==> config.mk <==
export PLATFORM = sky130hd
export DESIGN_NAME = weight_buffer_loader_flat
export DESIGN_NICKNAME = d
export VERILOG_FILES = /design/src/rtl/weight_buffer_loader_if.sv /design/src/rtl/weight_buffer_loader.sv /design/src/flat_wrapper.sv
export SDC_FILE = /design/constraint.sdc
export NUM_CORES = 1
export LEC_CHECK = 0
export ABC_AREA = 1
export CORE_AREA = 2 2 450 452
export DETAILED_ROUTE_END_ITERATION = 7
export DIE_AREA = 0 0 452 454
export PLACE_DENSITY = 0.3
export SYNTH_ARGS = -nofsm -noshare
export SYNTH_HDL_FRONTEND = slang
export SYNTH_SLANG_ARGS = --single-unit
==> constraint.sdc <==
create_clock -name clk -period 10.6 [get_ports clk]
set_input_delay 1.06 -clock clk [delete_from_list [all_inputs] [get_ports clk]]
set_output_delay 1.06 -clock clk [all_outputs]
set_load 0.1 [all_outputs]
==> src/rtl/weight_buffer_loader_if.sv <==
// Command, weight stream and buffer write-port signals of weight_buffer_loader.
// The slave modport is the loader's view; master is the DMA/bench side.
interface weight_buffer_loader_if #(
  parameter int WEIGHT_BANK_BIT_WIDTH       = 64,
  parameter int WEIGHT_BANK_DEPTH           = 512,
  parameter int WEIGHT_BUFFER_BANK_COUNT    = 16,
  parameter int NUMBER_OF_PE_ARRAYS_PER_ROW = 3
);
  localparam int AW = $clog2(WEIGHT_BANK_DEPTH);

  logic                                                  i_start;
  logic [AW-1:0]                                         i_base_address;
  logic [AW:0]                                           i_row_count;
  logic [NUMBER_OF_PE_ARRAYS_PER_ROW-1:0]                i_array_mask;
  logic [WEIGHT_BANK_BIT_WIDTH-1:0]                      i_data;
  logic                                                  i_valid;
  logic                                                  o_ready;
  logic                                                  o_busy;
  logic                                                  o_done;
  logic [WEIGHT_BANK_BIT_WIDTH*WEIGHT_BUFFER_BANK_COUNT-1:0] o_weight_memory_data_in;
  logic [NUMBER_OF_PE_ARRAYS_PER_ROW-1:0]                o_weight_memory_en;
  logic [WEIGHT_BUFFER_BANK_COUNT-1:0]                   o_weight_memory_write_enable;
  logic [AW-1:0]                                         o_weight_memory_bus_address_in;

  modport slave (
    input  i_start, i_base_address, i_row_count, i_array_mask, i_data, i_valid,
    output o_ready, o_busy, o_done, o_weight_memory_data_in, o_weight_memory_en,
           o_weight_memory_write_enable, o_weight_memory_bus_address_in
  );

  modport master (
    output i_start, i_base_address, i_row_count, i_array_mask, i_data, i_valid,
    input  o_ready, o_busy, o_done, o_weight_memory_data_in, o_weight_memory_en,
           o_weight_memory_write_enable, o_weight_memory_bus_address_in
  );
endinterface

==> src/rtl/weight_buffer_loader.sv <==
// Write-side sequencer: turns a row-count command plus a beat stream into bank writes.
// WEIGHT_LOADER_BROADCAST_EN: write all masked PE-array buffers, else only the lowest set one.
module weight_buffer_loader #(
  parameter int WEIGHT_BANK_BIT_WIDTH       = 64,
  parameter int WEIGHT_BANK_DEPTH           = 512,
  parameter int WEIGHT_BUFFER_BANK_COUNT    = 16,
  parameter int NUMBER_OF_PE_ARRAYS_PER_ROW = 3
) (
  input  logic                   clk,
  input  logic                   reset,
  weight_buffer_loader_if.slave  bus
);
  localparam int W   = WEIGHT_BANK_BIT_WIDTH;
  localparam int BC  = WEIGHT_BUFFER_BANK_COUNT;
  localparam int N   = NUMBER_OF_PE_ARRAYS_PER_ROW;
  localparam int AW  = $clog2(WEIGHT_BANK_DEPTH);
  localparam int BCW = (BC > 1) ? $clog2(BC) : 1;

  typedef enum logic [1:0] {IDLE, LOAD, DONE} state_t;

  state_t          state_reg;
  logic [BCW-1:0]  bank_cnt_reg;
  logic [AW-1:0]   row_addr_reg;
  logic [AW:0]     rows_left_reg;
  logic [N-1:0]    mask_reg;

  logic            ready_reg;
  logic            busy_reg;
  logic            done_reg;
  logic [W*BC-1:0] data_reg;
  logic [N-1:0]    en_reg;
  logic [BC-1:0]   we_reg;
  logic [AW-1:0]   addr_reg;

  logic [N-1:0]    mask_next;
  logic [W*BC-1:0] data_rep;
  logic            handshake;
  logic            bank_last;
  logic            row_last;

`ifdef WEIGHT_LOADER_BROADCAST_EN
  assign mask_next = bus.i_array_mask;
`else
  // Isolate the lowest set bit so at most one buffer is ever enabled.
  assign mask_next = bus.i_array_mask & (~bus.i_array_mask + N'(1));
`endif

  genvar gi;
  generate
    for (gi = 0; gi < BC; gi++) begin : g_lane
      assign data_rep[gi*W +: W] = bus.i_data;
    end
  endgenerate

  assign handshake = bus.i_valid & ready_reg;
  assign bank_last = (bank_cnt_reg == BCW'(BC - 1));
  assign row_last  = (rows_left_reg == (AW+1)'(1));

  always_ff @(posedge clk or posedge reset) begin
    if (reset) begin
      state_reg     <= IDLE;
      bank_cnt_reg  <= '0;
      row_addr_reg  <= '0;
      rows_left_reg <= '0;
      mask_reg      <= '0;
      ready_reg     <= 1'b0;
      busy_reg      <= 1'b0;
      done_reg      <= 1'b0;
      data_reg      <= '0;
      en_reg        <= '0;
      we_reg        <= '0;
      addr_reg      <= '0;
    end else begin
      // Strobes are single-cycle; data and address hold between writes.
      en_reg   <= '0;
      we_reg   <= '0;
      done_reg <= 1'b0;
      case (state_reg)
        IDLE: begin
          if (bus.i_start) begin
            row_addr_reg  <= bus.i_base_address;
            rows_left_reg <= bus.i_row_count;
            mask_reg      <= mask_next;
            bank_cnt_reg  <= '0;
            busy_reg      <= 1'b1;
            if (bus.i_row_count == '0) begin
              state_reg <= DONE;
              done_reg  <= 1'b1;
            end else begin
              state_reg <= LOAD;
              ready_reg <= 1'b1;
            end
          end
        end
        LOAD: begin
          if (handshake) begin
            we_reg   <= BC'(1) << bank_cnt_reg;
            en_reg   <= mask_reg;
            addr_reg <= row_addr_reg;
            data_reg <= data_rep;
            if (bank_last) begin
              bank_cnt_reg  <= '0;
              rows_left_reg <= rows_left_reg - (AW+1)'(1);
              row_addr_reg  <= (row_addr_reg == AW'(WEIGHT_BANK_DEPTH - 1)) ?
                               '0 : row_addr_reg + AW'(1);
              if (row_last) begin
                state_reg <= DONE;
                ready_reg <= 1'b0;
                done_reg  <= 1'b1;
              end
            end else begin
              bank_cnt_reg <= bank_cnt_reg + BCW'(1);
            end
          end
        end
        DONE: begin
          state_reg <= IDLE;
          busy_reg  <= 1'b0;
        end
        default: begin
          state_reg <= IDLE;
          ready_reg <= 1'b0;
          busy_reg  <= 1'b0;
        end
      endcase
    end
  end

  assign bus.o_ready                        = ready_reg;
  assign bus.o_busy                         = busy_reg;
  assign bus.o_done                         = done_reg;
  assign bus.o_weight_memory_data_in        = data_reg;
  assign bus.o_weight_memory_en             = en_reg;
  assign bus.o_weight_memory_write_enable   = we_reg;
  assign bus.o_weight_memory_bus_address_in = addr_reg;
endmodule

==> src/flat_wrapper.sv <==
// flat-port wrapper written by rule: the top's interface ports become plain ports
module weight_buffer_loader_flat 
#(
  parameter int WEIGHT_BANK_BIT_WIDTH       = 64,
  parameter int WEIGHT_BANK_DEPTH           = 512,
  parameter int WEIGHT_BUFFER_BANK_COUNT    = 16,
  parameter int NUMBER_OF_PE_ARRAYS_PER_ROW = 3
)
  (clk, reset, bus_i_start, bus_i_base_address, bus_i_row_count, bus_i_array_mask, bus_i_data, bus_i_valid, bus_o_ready, bus_o_busy, bus_o_done, bus_o_weight_memory_data_in, bus_o_weight_memory_en, bus_o_weight_memory_write_enable, bus_o_weight_memory_bus_address_in);
  weight_buffer_loader_if #(.WEIGHT_BANK_BIT_WIDTH(WEIGHT_BANK_BIT_WIDTH), .WEIGHT_BANK_DEPTH(WEIGHT_BANK_DEPTH), .WEIGHT_BUFFER_BANK_COUNT(WEIGHT_BUFFER_BANK_COUNT), .NUMBER_OF_PE_ARRAYS_PER_ROW(NUMBER_OF_PE_ARRAYS_PER_ROW)) bus_i ();
  input  logic clk;
  input  logic reset;
  input wire logic [$bits(bus_i.i_start)-1:0] bus_i_start;
  input wire logic [$bits(bus_i.i_base_address)-1:0] bus_i_base_address;
  input wire logic [$bits(bus_i.i_row_count)-1:0] bus_i_row_count;
  input wire logic [$bits(bus_i.i_array_mask)-1:0] bus_i_array_mask;
  input wire logic [$bits(bus_i.i_data)-1:0] bus_i_data;
  input wire logic [$bits(bus_i.i_valid)-1:0] bus_i_valid;
  output wire logic [$bits(bus_i.o_ready)-1:0] bus_o_ready;
  output wire logic [$bits(bus_i.o_busy)-1:0] bus_o_busy;
  output wire logic [$bits(bus_i.o_done)-1:0] bus_o_done;
  output wire logic [$bits(bus_i.o_weight_memory_data_in)-1:0] bus_o_weight_memory_data_in;
  output wire logic [$bits(bus_i.o_weight_memory_en)-1:0] bus_o_weight_memory_en;
  output wire logic [$bits(bus_i.o_weight_memory_write_enable)-1:0] bus_o_weight_memory_write_enable;
  output wire logic [$bits(bus_i.o_weight_memory_bus_address_in)-1:0] bus_o_weight_memory_bus_address_in;
  assign bus_i.i_start = bus_i_start;
  assign bus_i.i_base_address = bus_i_base_address;
  assign bus_i.i_row_count = bus_i_row_count;
  assign bus_i.i_array_mask = bus_i_array_mask;
  assign bus_i.i_data = bus_i_data;
  assign bus_i.i_valid = bus_i_valid;
  assign bus_o_ready = bus_i.o_ready;
  assign bus_o_busy = bus_i.o_busy;
  assign bus_o_done = bus_i.o_done;
  assign bus_o_weight_memory_data_in = bus_i.o_weight_memory_data_in;
  assign bus_o_weight_memory_en = bus_i.o_weight_memory_en;
  assign bus_o_weight_memory_write_enable = bus_i.o_weight_memory_write_enable;
  assign bus_o_weight_memory_bus_address_in = bus_i.o_weight_memory_bus_address_in;
  weight_buffer_loader #(.WEIGHT_BANK_BIT_WIDTH(WEIGHT_BANK_BIT_WIDTH), .WEIGHT_BANK_DEPTH(WEIGHT_BANK_DEPTH), .WEIGHT_BUFFER_BANK_COUNT(WEIGHT_BUFFER_BANK_COUNT), .NUMBER_OF_PE_ARRAYS_PER_ROW(NUMBER_OF_PE_ARRAYS_PER_ROW)) u_core (.clk(clk), .reset(reset), .bus(bus_i));
endmodule
==> summary.md <==
The tools report the number of slew-limit violations in the final report as 0. The count of fill cells added during filler insertion came out at 23,100. The number of nets in the synthesized netlist is 1,699. The sum of negative setup slack was 0 ns; the sequential area share after synthesis was 24.5%. The buffers plus inverters on the worst setup path came out at 1.

The wire length per cell after detailed routing is 15.4 µm, and the overall routed net length is 69.1 mm. Counting along the longest clock path gives a buffer depth of 2. The logs give 0.0126 mm² for the post-synth design cell area and 0.205 mm² for the area enclosed by the die boundary. Of the post-synthesis cell area, the part taken by muxes is 0%. The logs give 1,892 for the final-stage net count and 0.00308 mm² for the sequential cell area.

The number of antenna violations at the first check in global routing is 14, and the simple logic cell fraction of the synthesized area is 12.2%. After detailed routing, the met2 layer carries 40.4 mm of wire. The gate count after technology mapping is 1,599, and the post-synthesis compound-gate area fraction is 2.16%. The synthesized area per cell was 7.86 µm²; the number of warnings printed during yosys synthesis was 0. After synthesis, the netlist uses 31 different library cells. In this run the horizontal extent of the chip is 452 µm. The congestion estimate from routability-driven global placement came to 0.669.

Once the floorplan was initialized, standard cells occupied 6.25% of the core. After clock tree synthesis, the repair step resized 0 gates. Detailed routing placed a total of 2.81 mm of wire on met3.

The tools report the post-route DRC violation count as 0. The path type of the worst min-delay path was reg -> reg. Root buffer cell: clkbuf_16. In the layout the commonest cells are clkdlybuf4s50_1, nand2_1, dfrtp_1. Setup repair after global routing left no endpoint under its margin. The initialized floorplan defines 165 standard-cell rows. The run gives 86.3 mm as the wire length of the first global-routing pass.

Ratio of final minimum period to clock period: 37.2%. Post-CTS timing repair inserted 0 buffers for setup. In this run, the number of DRC markers left after iteration 0 of detailed routing was 376. The total area inside the core boundary comes to 0.201 mm². The flip-flop count of the largest register, all copies and words added was 64. The slowest stage of the critical path belongs to the cell clkdlybuf4s50_1. The die is 454 µm tall. Kind of cell adding the most delay to the critical path: buffers and inverters. Summed over all nets, the half-perimeter wirelength after detailed placement is 57.4 mm. The number of H-tree levels came out at 4.

The highest metal layer used by the detailed router was met5. The largest area contributor in the synthesized netlist was buf_4. Global routing used 6.30% of the available tracks. The count of nets left with antenna violations after detail routing is 0. The relative max-transition margin was 25.4%. 1,145 I/O pins were placed. Across the routed clock network, the largest skew measured is 0.0120 ns. After synthesis, the cell types taking the most area are buf_4, dfrtp_1, nand2_1. The worst-skew pair later-pin latency was 0.49 ns; the count of input and output buffers was 1,144. In the final routing, the length of wire on met1 measures 25.3 mm. The ratio of routed vias to standard cells came out at 2.05. TritonCTS built the clock tree. The number of maximum-capacitance violations was 0; the total CTS buffers was 17. The area added between synthesis and finish is 64.8%. The critical path in this run is classified as reg -> out. The first TritonRoute pass finished after 4 iterations. The run gives 8,849 as the via count of the first global-routing pass.

For this run, the slowest stage of the critical path takes 1.32 ns. The flow ran to the end, and the final reports show no timing, DRC or antenna violations. The kind of start point of the critical path was a flop. Summing all multi-input logic gate instances after layout gives 0.00195 mm². The hold violation total from the final report is 0. In this run the biggest area consumer among cell types represents 58.0% of the synthesized area. Leaving out fill and tap cells, the most frequent cell in the layout is clkdlybuf4s50_1. The maximum fanout count along the critical path is 17. The clock net in this run drives a total of 123 sinks. Static timing analysis puts the maximum clock frequency at 254 MHz. Of the cells placed in the final design, the portion with a size suffix greater than 1 is 4.27%. The share of flip-flops with an asynchronous set or reset after synthesis was 100%. The dominant synthesized flop cell is dfrtp_1.

After layout, the minimum clock period comes to 3.94 ns. The slew at the pin closest to its max-slew limit came out at 1.12 ns. The flop and latch count out of synthesis works out to 123. Walking the worst path, the cells encountered are clkdlybuf4s50_1. Post-synthesis adder-cell area fraction: 0.996%.

CTS clock-pin slew for the worst setup and hold paths: 0.08 ns. The detailed router placed 9,208 vias in this run. STA puts the critical path data required time at 9.54 ns. The final setup violation count came out at 0. The remaining global-route overflow was 0. Arrival time at the worst endpoint: 2.88 ns. Yosys mapped a number of flops with a built-in enable equal to 0. Entering global routing, the biggest net connects 53 pins. The synthesized netlist devotes 0.209% of its cell area to XOR and XNOR gates.

Kind of capture point of the worst setup path: a primary output. By area, the combinational part of the netlist is dominated by buffers and inverters. Buffers inserted to repair hold after CTS numbered 0.
[worst min-delay path: stages, from the launching register on]
cell     delay, ns
dfrtp_1       0.36
nand2_1       0.05
nand2_1       0.05
[per-layer routing]
metal	track usage, %	vias up
met5	0	-
met4	1.23	4
met3	1.28	32
met2	12.7	408
met1	6.64	4470
li1	-	4294
[synth_stat cells (3+ instances only)]
master    number
o21ai_1       11
o22ai_1        3
inv_1         44
o21ai_0       23
dfrtp_1      123
a21oi_1        5
buf_2          7
ha_1          10
nor2_1        54
inv_2          4
nor3_1         3
nand4_1        3
nand3_1       23
buf_4        971
clkbuf_1       3
nand2_1      291
nand2_2        5
[cell families (layout without fill, tap and decap cells)]
logic type      after synthesis  in the layout
xor+xnor                      3              3
other cells                   0              8
buf+inv                    1031           1237
compound gates               49             49
fa+ha+maj                    10             10
flops                       123            123
simple gates                383            383
[worst paths after layout]
kind / cells past startpoint / slack, ns / end / startpoint
max: 1 / 6.66 / bus_o_weight_memory_data_in[867] / u_core.bus.o_weight_memory_data_in[995]
min: 2 / 0.48 / u_core.bus.o_weight_memory_bus_address_in[8] / u_core.bus.o_weight_memory_bus_address_in[8]
max reg2reg: 7 / 7.29 / u_core.bank_cnt_reg[3] / u_core.state_reg[0]
min reg2reg: 2 / 0.48 / u_core.bus.o_weight_memory_bus_address_in[8] / u_core.bus.o_weight_memory_bus_address_in[8]
max in group asynchronous: 3 / 8.61 / u_core.bus.o_weight_memory_en[2] / reset
min in group asynchronous: 2 / 0.90 / u_core.bus.o_weight_memory_data_in[999] / reset
[through the flow]
stage                     setup WS [ns]  std cells  hold WS (ns)  utilization, %  instance area, µm²
after floorplan                    6.27       1599         0.457               -               12600
after global placement             6.15       4445         0.470            9.99               20100
after detailed placement           6.12       4445         0.469            9.99               20100
after CTS                          6.47       4477         0.490            10.3               20700
after global routing               6.45       4478         0.525            10.3               20700
final                              6.66       4485         0.485            10.3               20700
[area by class of cell]
cell class	instances	area share, %
clock buffers	19	2.19
multi-input cells	445	9.44
well taps	2672	16.1
repair buffers	1157	55.6
flip-flops and latches	123	14.9
diodes	8	0.0967
inverters	48	0.907
clock inverters	13	0.731
Power is not shown: default switching activity piles up to over one toggle a cycle in this logic, so the estimate is an artifact.
